===== src/rtl/btn_ctrl_unit.sv =====
// Button control unit: turns debounced button levels into stopwatch run/clear
// control and watch-set field select / increment / decrement pulses, with
// press-and-hold auto-repeat on the up and down buttons.
//
// Stopwatch FSM states
//   state    | meaning
//   ST_STOP  | stopwatch halted, o_sw_run = 0
//   ST_RUN   | stopwatch counting, o_sw_run = 1 (kept in either mode)
//   ST_CLEAR | single-cycle clear pulse, returns to ST_STOP
module btn_ctrl_unit #(
  parameter int HOLD_CYC   = 50_000_000,
  parameter int REPEAT_CYC = 10_000_000
) (
  input  logic       clk,
  input  logic       rst,
  input  logic       sw_mode,
  input  logic       i_btn_r,
  input  logic       i_btn_l,
  input  logic       i_btn_u,
  input  logic       i_btn_d,
  output logic       o_sw_run,
  output logic       o_sw_clear,
  output logic [1:0] o_wt_sel,
  output logic       o_wt_inc,
  output logic       o_wt_dec,
  output logic       o_mode
);

  localparam int CNT_MAX = (HOLD_CYC > REPEAT_CYC) ? HOLD_CYC : REPEAT_CYC;
  localparam int CW      = $clog2(CNT_MAX + 1);

  localparam logic [CW:0] HOLD_T = (CW + 1)'(HOLD_CYC);
  localparam logic [CW:0] REP_T  = (CW + 1)'(REPEAT_CYC);

  localparam logic [1:0] ST_STOP  = 2'd0;
  localparam logic [1:0] ST_RUN   = 2'd1;
  localparam logic [1:0] ST_CLEAR = 2'd2;

  // button vector bit order: 0 = r, 1 = l, 2 = u, 3 = d
  logic [3:0] btn_in;
  logic [3:0] btn_q;
  logic [3:0] btn_p;
  logic [3:0] rise;
  logic       armed;
  logic       sync1;

  logic       mode_chg;
  logic       sw_act;
  logic       wt_act;
  logic       both_ud;
  logic       hold_en;
  logic [1:0] held;

  logic [1:0][CW-1:0] cnt_q;
  logic [1:0][CW-1:0] cnt_d;
  logic [1:0][CW:0]   cnt_inc;
  logic [1:0][CW:0]   target;
  logic [1:0]         rep_q;
  logic [1:0]         rep_d;
  logic [1:0]         fire;

  logic [1:0] state;
  logic [1:0] state_d;
  logic [1:0] sel_d;
  logic       inc_d;
  logic       dec_d;

  assign btn_in = {i_btn_d, i_btn_u, i_btn_l, i_btn_r};

  // Two-flop synchronizer for the asynchronous mode switch
  always_ff @(posedge clk or posedge rst) begin
    if (rst) begin
      sync1  <= 1'b0;
      o_mode <= 1'b0;
    end else begin
      sync1  <= sw_mode;
      o_mode <= sync1;
    end
  end

  // Button sampling; on the first clock after reset the previous-sample
  // register takes the live input so a button already held shows no rise
  always_ff @(posedge clk or posedge rst) begin
    if (rst) begin
      btn_q <= '0;
      btn_p <= '0;
      armed <= 1'b0;
    end else begin
      btn_q <= btn_in;
      btn_p <= armed ? btn_q : btn_in;
      armed <= 1'b1;
    end
  end

  assign rise     = btn_q & ~btn_p;
  assign mode_chg = sync1 ^ o_mode;
  assign sw_act   = ~o_mode & ~mode_chg;
  assign wt_act   = o_mode & ~mode_chg;
  assign both_ud  = btn_q[2] & btn_q[3];
  assign hold_en  = wt_act & ~both_ud;
  assign held     = {btn_q[3], btn_q[2]};

  // Hold/repeat counters for u (index 0) and d (index 1): count to HOLD_CYC
  // for the first repeat, then to REPEAT_CYC for each following one
  always_comb begin
    cnt_d   = cnt_q;
    rep_d   = rep_q;
    fire    = '0;
    cnt_inc = '0;
    target  = '0;
    for (int i = 0; i < 2; i++) begin
      cnt_inc[i] = {1'b0, cnt_q[i]} + 1'b1;
      target[i]  = rep_q[i] ? REP_T : HOLD_T;
      if (!hold_en || !held[i]) begin
        cnt_d[i] = '0;
        rep_d[i] = 1'b0;
      end else if (cnt_inc[i] >= target[i]) begin
        cnt_d[i] = '0;
        rep_d[i] = 1'b1;
        fire[i]  = 1'b1;
      end else if (cnt_q[i] != '1) begin
        cnt_d[i] = cnt_inc[i][CW-1:0];
      end
    end
  end

  // Stopwatch next state; r wins over l when both rise together
  always_comb begin
    state_d = state;
    case (state)
      ST_STOP: begin
        if (sw_act && rise[0])      state_d = ST_RUN;
        else if (sw_act && rise[1]) state_d = ST_CLEAR;
      end
      ST_RUN: begin
        if (sw_act && rise[0]) state_d = ST_STOP;
      end
      ST_CLEAR: state_d = ST_STOP;
      default:  state_d = ST_STOP;
    endcase
  end

  // Watch field select and inc/dec pulse generation
  always_comb begin
    sel_d = (o_wt_sel == 2'd3) ? 2'd0 : o_wt_sel;
    if (wt_act && rise[0] && !rise[1]) begin
      sel_d = (o_wt_sel >= 2'd2) ? 2'd0 : o_wt_sel + 2'd1;
    end else if (wt_act && rise[1] && !rise[0]) begin
      sel_d = (o_wt_sel == 2'd0 || o_wt_sel == 2'd3) ? 2'd2 : o_wt_sel - 2'd1;
    end
    inc_d = wt_act & ~both_ud & (rise[2] | fire[0]);
    dec_d = wt_act & ~both_ud & (rise[3] | fire[1]);
  end

  // State, counters and registered outputs
  always_ff @(posedge clk or posedge rst) begin
    if (rst) begin
      state      <= ST_STOP;
      o_sw_run   <= 1'b0;
      o_sw_clear <= 1'b0;
      o_wt_sel   <= 2'd0;
      o_wt_inc   <= 1'b0;
      o_wt_dec   <= 1'b0;
      cnt_q      <= '0;
      rep_q      <= '0;
    end else begin
      state      <= state_d;
      o_sw_run   <= (state_d == ST_RUN);
      o_sw_clear <= (state_d == ST_CLEAR);
      o_wt_sel   <= sel_d;
      o_wt_inc   <= inc_d;
      o_wt_dec   <= dec_d;
      cnt_q      <= cnt_d;
      rep_q      <= rep_d;
    end
  end

endmodule


===== config.mk =====
export PLATFORM = sky130hd
export DESIGN_NAME = btn_ctrl_unit
export DESIGN_NICKNAME = d
export VERILOG_FILES = /design/src/rtl/btn_ctrl_unit.sv
export SDC_FILE = /design/constraint.sdc
export NUM_CORES = 1
export LEC_CHECK = 0
export ABC_CLOCK_PERIOD_IN_PS = 3400
export BUFFER_PORTS_ARGS = -buffer_cell sky130_fd_sc_hd__buf_2
export CORE_MARGIN = 2
export CORE_UTILIZATION = 57
export DETAILED_ROUTE_END_ITERATION = 10
export PLACE_DENSITY = 0.84
export SYNTH_ARGS = -nofsm -noshare
export SYNTH_HDL_FRONTEND = slang
export SYNTH_SLANG_ARGS = --single-unit

===== constraint.sdc =====
create_clock -name clk -period 3.4 [get_ports clk]
set_clock_uncertainty 0.05 [all_clocks]
set_input_delay 0.34 -clock clk [delete_from_list [all_inputs] [get_ports clk]]
set_output_delay 0.34 -clock clk [all_outputs]
set_load 0.02 [all_outputs]

==> Implementation_results.wiki <==
{| class="wikitable"
! Metric !! Value
|-
| Number of port buffers || 13
|-
| HP Class || input pin to flip-flop
|-
| XOR/XNOR share of the synthesized area || 0.0870
|-
| Simple-gate portion of the synthesized area || 0.299
|-
| Non-filler cells, final || 646
|-
| Hold path startpoint || sw_mode
|-
| Total global routing track utilization || 0.261
|-
| Ratio of cells with drive above 1 in the final layout || 0.278
|-
| Met1 layer wirelength in the final routing || 4.80 mm
|-
| Starting density of the core || 0.586
|-
| Placed Instances || 612
|-
| F_max || 0.292 GHz
|-
| Clock root buffer || clkbuf_8
|-
| Kind of cell adding the most delay to the critical path || simple AND/OR/NAND/NOR gates
|-
| Switching power || 491 uW
|-
| Post-synthesis sequential area ratio || 0.403
|-
| Int Power || 1380 uW
|-
| Period utilization || 1.01
|-
| Worst slew slack as a fraction of its limit || 0.536
|-
| Final min period || 3.43 ns
|-
| Global-route wire length before repair || 18.1 mm
|-
| Remaining design rule violation count || 0
|-
| Max-slew violation count || 0
|-
| Number of antenna violations at the first check in global routing || 0
|-
| HPWL after detailed placement || 7.21 mm
|-
| Post-synth top flop || dfrtp_1
|-
| CP max-delay cell || or4b_4
|-
| Library cell occupying the most area in the post-synthesis netlist || dfrtp_1
|-
| Number of buffers added by the clock tree synthesis step || 9
|-
| Critical path fanouts, max || 13
|-
| Flop pwr share || 0.496
|-
| Critical path endpoint category || flip-flop
|-
| Data arrival, critical path || 3.66 ns
|-
| Portion of total power attributed to combinational logic || 0.085
|-
| Nets@finish || 568
|-
| Clock transition time at the flip-flop clock pins of the worst setup and hold paths || 0.09 ns
|-
| Number of flops mapped to enable cells by yosys || 0
|-
| Portion of netlist area occupied by mux cells || 0.0246
|-
| Number of rows in the core area || 32
|-
| Number of iterations in the first detailed-routing pass || 6
|-
| Dominant combinational cell family by area after synthesis || simple AND/OR/NAND/NOR gates
|-
| Synth cell types || 65
|-
| Vias post-DR || 4,006
|-
| Maximum Capacitance Violations || 0
|-
| Kind of critical path || flip-flop to flip-flop
|-
| Sequential cell area in the final layout || 0.00183 mm2
|-
| Detailed-routed wire length on met3 || 678 um
|-
| Startpoint of the worst-slack reg-to-reg timing path || cnt_q[37]$_DFFE_PP0P_
|-
| Mapped Nets || 508
|-
| Multi-input gate area || 0.00271 mm2
|-
| Required @ worst endpoint || 3.63 ns
|-
| Share of the synthesized area in the top cell type || 0.403
|-
| Cell area power density || 341 mW/mm2
|-
| Area of the placeable core || 0.00773 mm2
|-
| Total Routed Length || 11.7 mm
|-
| Number of fill cells in the layout || 480
|-
| Transition time of the tightest slew-check pin || 0.691 ns
|-
| Worst hold slack across all endpoints || 0.0357 ns
|-
| Sequence of cells on the critical path || and3_1, nand4_1, nor2_2, nand2_1, xnor2_2, ha_1, a21oi_2, nor3b_1, mux2_4, a2111o_1, or4b_4, buf_8, nor3_2
|-
| Netlist area before placement || 0.00453 mm2
|-
| Ratio of routed vias to standard cells || 6.20
|-
| Share of the synthesized area in compound gates (AO/OA/AOI/OAI) || 0.0893
|-
| Width of the die || 93.1 um
|-
| Boundary pin count || 14
|-
| Post-route core utilization || 0.709
|-
| Average wire length per cell after detail routing || 18.1 um
|-
| Leftover overflow at the end of global routing || 0
|-
| Clock tree from TritonCTS || done
|-
| Final-report setup violation count || 24
|-
| Slowest Stage Delay on Critical Path || 0.53 ns
|-
| DR top layer || met4
|-
| Biggest area contributors in the synthesized netlist || dfrtp_1, ha_1, xnor2_1, nor2_1, nor3_2
|-
| Crit path buf inv count || 1
|-
| Failing checks || negative setup slack
|-
| Register-to-register path setup slack || -0.03 ns
|-
| Async S/R FF share, synth || 1.00
|-
| Drt first-iter violations || 287
|-
| Synthesized-area fraction occupied by adder cells || 0.0608
|-
| Clock group share of total power || 0.420
|-
| Total clock sinks || 73
|-
| Clock latency of the later-clocked register in the worst-skew pair || 0.36 ns
|-
| Final critical-path setup slack || -0.0301 ns
|-
| Last weighted congestion value of the routability-driven placer || 0.927
|-
| Gate count of the mapped netlist || 479
|-
| Pin count of the biggest net entering global routing || 28
|-
| Worst ir drop on vdd || 355 uV
|-
| Wire length on met2 || 5.93 mm
|-
| Total die area || 0.00867 mm2
|-
| Buffer levels on the longest clock path || 2
|-
| Average cell area after synthesis || 9.45 um2
|-
| Final ANT Viol Nets || 0
|-
| Standby leakage power || 0.00241 uW
|-
| Vias in the first global route || 3,903
|-
| Y dimension of the die || 93.1 um
|-
| ANT cells || 0
|-
| Launch point of the worst path || cnt_q[37]$_DFFE_PP0P_
|-
| Critical path launch point type || flip-flop
|-
| Hold violation total from the final report || 0
|-
| CTS H-Tree Depth || 3
|-
| Post-synthesis register bit count || 73
|-
| Sw Share || 0.263
|-
| Area added between synthesis and finish || 21.0%
|-
| Run status || finished, violations left
|-
| Yosys synthesis warning count || 0
|-
| Unrepaired setup endpoints after global routing || true
|}
-- timing repair --
item,in CTS,in global routing
gates cloned,0,1
setup endpoints to repair,50,54
hold buffers,1,0
hold endpoints to repair,25,0
gates resized for setup,13,25
pin swaps,1,8
setup buffers,2,14
-- cell usage in the layout, fill, tap and decap left out, drive strengths merged, types with 6 or more instances in the layout --
master and instances:
ha 22, nor4 6, dfrtp 73, nor3b 7
nand4 18, and4 10, nor3 38, and3 7
clkbuf 10, xor2 14, inv 13, xnor2 31
a21oi 18, nand2 37, nand3 23, buf 69
nor2 72, mux2 6
-- Yosys cell counts, types with 2 or more instances --
cell type and number:
a21oi_1 18, and3_1 7, nand2_1 37, nor4_4 2, or4b_1 2, clkbuf_1 14
mux2_2 4, o211ai_1 3, nor2b_1 2, ha_1 22, nand3_1 21, or3_1 2
o21ai_0 5, inv_1 11, nor3b_1 7, o21a_1 4, and4_1 10, mux2i_1 4
nor3_1 19, buf_2 5, nor2_1 71, a211oi_1 2, nand3b_1 3, nor4_1 4
nand2b_1 5, o31a_1 3, nand4_1 18, dfrtp_1 73, and2_1 3, nor3_2 19
xnor2_1 31, xor2_1 14, buf_8 2
-- state kept, by name, indices dropped and copies added (netlist names) --
register / flops
o_wt_inc: 1
o_mode: 1
o_wt_sel: 2
rep_q: 2
o_sw_run: 1
o_sw_clear: 1
sync1: 1
armed: 1
btn_q: 4
btn_p: 4
state: 2
o_wt_dec: 1
cnt_q: 52
-- per-stage QoR --
stage	setup WS (ns)	TNS (ns)	instance area (um2)	total power [uW]
6_report	-0.0301	-0.377	5480	1870
3_3_place_gp	0.0586	0	4940	1080
2_1_floorplan	-0.00866	-0.148	4550	1040
3_5_place_dp	-0.0795	-0.900	4940	1100
4_1_cts	0.0172	0	5250	1860
5_1_grt	-0.192	-5.61	5480	1920
-- power groups by stage --
stage	sequential (uW)	clock [uW]	combinational, uW
floorplan	962	0	77.7
global placement	940	0	137
detailed placement	944	0	152
CTS	926	782	155
global route	931	821	172
finish	927	785	158
-- cell type report --
| type | instances | area share |
|---|---|---|
| inverter | 11 | 0.00754 |
| clock inverter | 7 | 0.0185 |
| timing repair buffer | 71 | 0.0993 |
| multi-input combinational | 373 | 0.494 |
| clock buffer | 9 | 0.0226 |
| sequential | 73 | 0.335 |
| tap | 102 | 0.0233 |
-- per-layer routing --
metal | up-vias | track usage
li1 | 1834 | -
met3 | 36 | 0.0524
met4 | 0 | 0.0944
met5 | - | 0
met1 | 1968 | 0.340
met2 | 168 | 0.435
-- final timing paths --
path | end | depth (start not counted)
hold reg to reg | o_mode$_DFF_PP0_ | 0
max in group asynchronous | cnt_q[38]$_DFFE_PP0P_ | 4
min in group asynchronous | cnt_q[45]$_DFFE_PP0P_ | 3
setup reg to reg | cnt_q[37]$_DFFE_PP0P_ | 13
setup / recovery | cnt_q[37]$_DFFE_PP0P_ | 13
hold / removal | sync1$_DFF_PP0_ | 1
-- cell families after synthesis --
| group | Yosys count |
|---|---|
| other | 1 |
| adders and majority gates | 22 |
| and+or+nand+nor | 240 |
| AOI/OAI and AO/OA | 55 |
| DFF | 73 |
| xor gates and xnor gates | 45 |
| buffers and inverters | 33 |
| muxes | 10 |
-- worst reg2reg max path: cells and delay by family (launching register included) --
| family | cells | cell delay, ns |
|---|---|---|
| buffers and inverters | 1 | 0.18 |
| AOI/OAI and AO/OA | 2 | 0.47 |
| and+or+nand+nor | 7 | 1.45 |
| xor gates and xnor gates | 1 | 0.20 |
| adders and majority gates | 1 | 0.29 |
| DFF | 1 | 0.44 |
| muxes | 1 | 0.28 |
Power figures use the tool's default switching activity.
